`src/rtl/bus_arb_pkg.sv`:
```
// Shared encodings for the time-division bus arbiter: grant codes, phase
// indices and the SPI request FSM states.
package bus_arb_pkg;

  typedef enum logic [1:0] {
    GRANT_IDLE  = 2'd0,
    GRANT_VIDEO = 2'd1,
    GRANT_SPI   = 2'd2,
    GRANT_CPU   = 2'd3
  } grant_e;

  localparam logic [1:0] PH_VIDEO = 2'd0;
  localparam logic [1:0] PH_SPI   = 2'd1;
  localparam logic [1:0] PH_CPU   = 2'd2;
  localparam logic [1:0] PH_IDLE  = 2'd3;

  typedef enum logic [1:0] {
    REQ_IDLE   = 2'd0,
    REQ_WAIT   = 2'd1,
    REQ_ACTIVE = 2'd2,
    REQ_DONE   = 2'd3
  } req_state_e;

endpackage

```
`src/rtl/bus_arbiter_if.sv`:
```
// Arbiter-side bundle: SPI bridge handshake plus phase enables, grant and slot.
// The arbiter uses the slave modport; the bridge/bench side uses master.
interface bus_arbiter_if #(parameter int PHASE_BITS = 2);
  logic                  spi_pending;
  logic                  spi_strobe;
  logic                  spi_done;
  logic                  video_strobe;
  logic                  cpu_en;
  logic [1:0]            grant;
  logic [PHASE_BITS+1:0] slot;

  modport master (
    output spi_pending,
    input  spi_strobe, spi_done, video_strobe, cpu_en, grant, slot
  );

  modport slave (
    input  spi_pending,
    output spi_strobe, spi_done, video_strobe, cpu_en, grant, slot
  );
endinterface

```
`src/rtl/bus_arb_req.sv`:
```
// SPI bridge request FSM: IDLE -> WAIT -> ACTIVE (one full phase) -> DONE,
// with one access per pending pulse. win_start marks the last clock before a window.
module bus_arb_req
  import bus_arb_pkg::*;
#(
  parameter int PHASE_BITS = 2
) (
  input  logic clk,
  input  logic reset_n,
  input  logic spi_pending,
  input  logic win_start,
  output logic spi_strobe,
  output logic spi_done
);

  req_state_e            state, nxt;
  logic [PHASE_BITS-1:0] ph_cnt;
  logic                  ph_last;

  // Counts clocks inside the granted window so ACTIVE always spans a full phase.
  always_ff @(posedge clk or negedge reset_n) begin
    if (!reset_n) begin
      state  <= REQ_IDLE;
      ph_cnt <= '0;
    end else begin
      state  <= nxt;
      ph_cnt <= (state == REQ_ACTIVE) ? ph_cnt + 1'b1 : '0;
    end
  end

  assign ph_last = &ph_cnt;

  always_comb begin
    nxt = state;
    case (state)
      REQ_IDLE:   if (spi_pending) nxt = REQ_WAIT;
      REQ_WAIT: begin
        if (!spi_pending)   nxt = REQ_IDLE;
        else if (win_start) nxt = REQ_ACTIVE;
      end
      // An abort still runs the phase to completion, then skips DONE.
      REQ_ACTIVE: if (ph_last) nxt = spi_pending ? REQ_DONE : REQ_IDLE;
      REQ_DONE:   if (!spi_pending) nxt = REQ_IDLE;
      default:    nxt = REQ_IDLE;
    endcase
  end

  assign spi_strobe = (state == REQ_ACTIVE);
  assign spi_done   = (state == REQ_DONE);

endmodule

```
`src/rtl/bus_arbiter.sv`:
```
// Time-division bus arbiter: free-running slot counter splits each bus cycle into
// video / SPI / CPU / idle phases. BUS_ARB_IDLE_STEAL_EN lets SPI also use the idle phase.
module bus_arbiter
  import bus_arb_pkg::*;
#(
  parameter int PHASE_BITS = 2
) (
  input  logic               clk,
  input  logic               reset_n,
  bus_arbiter_if.slave       bus
);

  localparam int CW = PHASE_BITS + 2;

  logic [CW-1:0]         cnt;
  logic [1:0]            phase;
  logic [PHASE_BITS-1:0] low;
  logic                  low_last;
  logic                  win_start;
  logic                  spi_strobe;
  logic                  spi_done;
  grant_e                grant;

  always_ff @(posedge clk or negedge reset_n) begin
    if (!reset_n) cnt <= '0;
    else          cnt <= cnt + 1'b1;
  end

  assign phase    = cnt[CW-1 -: 2];
  assign low      = cnt[PHASE_BITS-1:0];
  assign low_last = &low;

  // Fires on the clock before a grantable window so only whole phases are granted.
`ifdef BUS_ARB_IDLE_STEAL_EN
  assign win_start = low_last && (phase == PH_VIDEO || phase == PH_CPU);
`else
  assign win_start = low_last && (phase == PH_VIDEO);
`endif

  bus_arb_req #(.PHASE_BITS(PHASE_BITS)) u_req (
    .clk        (clk),
    .reset_n    (reset_n),
    .spi_pending(bus.spi_pending),
    .win_start  (win_start),
    .spi_strobe (spi_strobe),
    .spi_done   (spi_done)
  );

  always_comb begin
    grant = GRANT_IDLE;
    case (phase)
      PH_VIDEO: grant = GRANT_VIDEO;
      PH_SPI:   if (spi_strobe) grant = GRANT_SPI;
      PH_CPU:   grant = GRANT_CPU;
`ifdef BUS_ARB_IDLE_STEAL_EN
      PH_IDLE:  if (spi_strobe) grant = GRANT_SPI;
`endif
      default:  grant = GRANT_IDLE;
    endcase
  end

  assign bus.spi_strobe   = spi_strobe;
  assign bus.spi_done     = spi_done;
  assign bus.video_strobe = (phase == PH_VIDEO);
  assign bus.cpu_en       = (phase == PH_CPU) && low_last;
  assign bus.grant        = grant;
  assign bus.slot         = cnt;

endmodule

```
`src/flat_wrapper.sv`:
```
// flat-port wrapper written by rule: the top's interface ports become plain ports
module bus_arbiter_flat import bus_arb_pkg::*;
#(
  parameter int PHASE_BITS = 2
)
  (clk, reset_n, bus_spi_pending, bus_spi_strobe, bus_spi_done, bus_video_strobe, bus_cpu_en, bus_grant, bus_slot);
  bus_arbiter_if #(.PHASE_BITS(PHASE_BITS)) bus_i ();
  input  logic clk;
  input  logic reset_n;
  input wire logic [$bits(bus_i.spi_pending)-1:0] bus_spi_pending;
  output wire logic [$bits(bus_i.spi_strobe)-1:0] bus_spi_strobe;
  output wire logic [$bits(bus_i.spi_done)-1:0] bus_spi_done;
  output wire logic [$bits(bus_i.video_strobe)-1:0] bus_video_strobe;
  output wire logic [$bits(bus_i.cpu_en)-1:0] bus_cpu_en;
  output wire logic [$bits(bus_i.grant)-1:0] bus_grant;
  output wire logic [$bits(bus_i.slot)-1:0] bus_slot;
  assign bus_i.spi_pending = bus_spi_pending;
  assign bus_spi_strobe = bus_i.spi_strobe;
  assign bus_spi_done = bus_i.spi_done;
  assign bus_video_strobe = bus_i.video_strobe;
  assign bus_cpu_en = bus_i.cpu_en;
  assign bus_grant = bus_i.grant;
  assign bus_slot = bus_i.slot;
  bus_arbiter #(.PHASE_BITS(PHASE_BITS)) u_core (.clk(clk), .reset_n(reset_n), .bus(bus_i));
endmodule
```
`config.mk`:
```
export PLATFORM = sky130hd
export DESIGN_NAME = bus_arbiter_flat
export DESIGN_NICKNAME = d
export VERILOG_FILES = /design/src/rtl/bus_arb_pkg.sv /design/src/rtl/bus_arbiter_if.sv /design/src/rtl/bus_arb_req.sv /design/src/rtl/bus_arbiter.sv /design/src/flat_wrapper.sv
export SDC_FILE = /design/constraint.sdc
export NUM_CORES = 1
export LEC_CHECK = 0
export ABC_AREA = 1
export ABC_CLOCK_PERIOD_IN_PS = 1300
export CAP_MARGIN = 20
export CORE_AREA = 2 2 39 41
export CTS_CLUSTER_SIZE = 40
export DETAILED_ROUTE_END_ITERATION = 10
export DIE_AREA = 0 0 41 43
export REMOVE_ABC_BUFFERS = 1
export SLEW_MARGIN = 20
export SYNTH_ARGS = -nofsm -noshare
export SYNTH_HDL_FRONTEND = slang
export SYNTH_HIERARCHICAL = 1
export SYNTH_SLANG_ARGS = --single-unit
```
`constraint.sdc`:
```
create_clock -name clk -period 1.3 [get_ports clk]
set_input_delay 0.195 -clock clk [delete_from_list [all_inputs] [get_ports clk]]
set_output_delay 0.195 -clock clk [all_outputs]
set_load 0.01 [all_outputs]
```
==> impl_metrics.ini <==
[run_status]
outcome = finished with violations
violations = setup timing

[place]
portBuffers = 12
dp_hpwl_um = 681
dp.cells = 91
dpl_cell_area_um2 = 638
gp_congestion = 0.779

[logic_synthesis]
synth_top_cell_area_share_pct = 51.0
synth_seq_cells = 8
syn_area_per_cell_um2 = 8.02
synthArstFlopShare_pct = 100
synth_area_leader_cell = dfrtp_1
synthTopCellsByCount = 13 x nand2_1, 12 x inv_1, 8 x dfrtp_1, 5 x nor2_1, 3 x nand3_1
synth_cell_type_count = 12
synthCells = 49
synth.cell_area_um2 = 393
post-synth-top-count-cell = nand2_1
synth-edff-count = 0
synth_top_flop_cell = dfrtp_1
yosys_warnings = 6
synth_seq_area_share_pct = 51.0
synth_area_leaders = dfrtp_1 51%, nand2_1 12%, inv_1 11%

[cts]
clock_sinks = 8
cts_hold_buffers = 0
clk_pin_slew_ns = 0.05
cts_buffers = 3
cts_tree = done
insertion_delay_ns = 0.25
cts-root-buf = clkbuf_4
htree_levels = 1
clock_path_buffers = 2

[floorplan]
rows = 14
fp.dieW_um = 41
coreArea_mm2 = 0.00138
initial_utilization_pct = 28.4
die_y_um = 43
dieArea_mm2 = 0.00176
pin_count = 13

[power_and_ir_drop]
combPwrFrac_pct = 40.7
power_density_mw_per_mm2 = 1190
internal_power_uw = 570
clockPowerShare_pct = 21.2
switchingPower_uw = 302
max-vdd-ir-drop_uv = 484
p_leak_nw = 0.424
power_frac_seq_pct = 38.1
swShare_pct = 34.6

[timing]
fin_ws_ns = -0.0777
rsz0062_at_grt = true
fmax_mhz = 726
slew_headroom_pct = 75.9
setup_viol = 2
post-route-period-util_pct = 106
worstMarginPinSlew_ns = 0.361
skew_ns = 0.00110
holdWs_ns = 0.222
slew_viol_final = 0
finalHoldViolCount = 0
period_minus_slack_ns = 1.38

[cells_and_area]
multi_input_area_um2 = 185
fin_area_um2 = 732
fin_util_pct = 52.9
fin_cells = 101
fill_cells = 140
final_net_count = 92
antenna_cells = 0
drive_above_1_share_pct = 49.4
synthToLayoutAreaGrowth_pct = 86.3
regArea_um2 = 200

[drt]
vias = 418
dr.pass1.iters = 4
first_iter_violations = 6
ant_nets = 0
wirelength_um = 979
dr_wl_met2_um = 506
drc = 0
highest_layer = met3
wire_per_inst_um = 9.69
wl_met1_um = 455
wl_met3_um = 18
routed_via_density = 4.14

[critical_path]
r2r-end = u_core/bus.slot[2]
cp_max_fo = 3
arrival_ns = 1.18
cp_data_required_time_ns = 1.11
worst-r2r-cell-count = 6
cp-endpoint = bus_grant[1]
crit_type = reg2out
startpoint = u_core/bus.slot[2]
worstSetupEndpointType = output port
critPathLaunchType = register
rrSetupSlack_ns = 0.03
r2r-start = u_core/bus.slot[2]

[grt]
grt_overflow = 0
grt_pass1_wl_um = 1480
antenna_found_initial = 0
grt_max_degree = 9
grt_usage_pct = 12.9
grt_pass1_vias = 363

[flow_run]
drv_cap = 0

[hold_path]
min_path_type = in2async
per-layer routing:
| metal | track usage, % | up-vias |
|---|---|---|
| met5 | 0 | - |
| met3 | 4.71 | 0 |
| li1 | - | 215 |
| met2 | 18.1 | 3 |
| met1 | 16.0 | 200 |
| met4 | 8.00 | 0 |
sequential cells by signal, summed over array words and instances (netlist names):
signal,flops
u_core/u_req/state,2
u_core/u_req/ph_cnt,2
u_core/bus.slot,4
area by class of cell:
type                            count  area share [%]
Inverter                           13            6.67
Multi-Input combinational cell     28            25.3
Sequential cell                     8            27.4
Timing Repair Buffer               33            34.9
Tap cell                           16            2.74
Clock buffer                        3            3.08
through the flow:
step	setup slack (ns)	setup TNS (ns)	power (mW)
after floorplan	0.114	0	0.509
after global placement	-0.133	-0.282	0.683
after detailed placement	-0.128	-0.320	0.698
after CTS	-0.0917	-0.212	0.884
after global routing	-0.128	-0.270	0.955
final	-0.0777	-0.124	0.873
cells by family after synthesis:
| family | Yosys count | share of synthesized area, % |
|---|---|---|
| flops | 8 | 51.0 |
| buf+inv | 13 | 12.4 |
| simple gates | 24 | 26.8 |
| compound gates | 1 | 1.27 |
| xor+xnor | 1 | 2.23 |
| fa+ha+maj | 2 | 6.37 |
how the worst min path moves through the flow:
| stage | from | endpoint | slack [ns] | depth (start not counted) |
|---|---|---|---|---|
| floorplan | reset_n | u_core/bus.slot[0] | -0.10 | 0 |
| global placement | u_core/u_req/ph_cnt[0] | u_core/u_req/ph_cnt[0] | 0.42 | 1 |
| detailed placement | u_core/u_req/ph_cnt[0] | u_core/u_req/ph_cnt[0] | 0.44 | 1 |
| CTS | reset_n | u_core/bus.slot[3] | 0.23 | 1 |
| global route | reset_n | u_core/bus.slot[3] | 0.25 | 1 |
| finish | reset_n | u_core/bus.slot[3] | 0.22 | 1 |
critical path: stages (launching register included):
cell and delay (ns):
dfrtp_1 0.41, buf_6 0.14, buf_6 0.11, nor2_4 0.10
a21oi_2 0.03, buf_2 0.13
cells in the final DEF, fill, tap and decap left out:
cell type	n
buf_4	18
clkdlybuf4s15_1	1
xor2_2	1
buf_6	3
nor2_4	3
nand2_1	12
nand3_1	2
ha_1	1
clkbuf_4	3
clkbuf_2	2
clkdlybuf4s50_1	2
inv_1	10
nand3_2	2
dfrtp_1	8
nand4_1	1
ha_2	1
buf_2	4
dlygate4sd2_1	3
inv_2	3
a21oi_2	1
nor2_1	3
nand2_2	1
power by group through the flow:
| stage | logic [mW] | clock network (mW) | registers [mW] |
|---|---|---|---|
| finish | 0.355 | 0.185 | 0.332 |
| global route | 0.407 | 0.209 | 0.339 |
| CTS | 0.358 | 0.198 | 0.327 |
| detailed placement | 0.366 | 0 | 0.332 |
| global placement | 0.355 | 0 | 0.328 |
| floorplan | 0.167 | 0 | 0.343 |
timing repair:
action / 4_1_cts / 5_1_grt
resized for setup: 26 / 16
buffers inserted: 5 / 2
endpoints found under the setup margin: 10 / 9
pin swaps: 2 / 8
endpoints found under the hold margin: 0 / 0
Power figures use the tool's default switching activity.
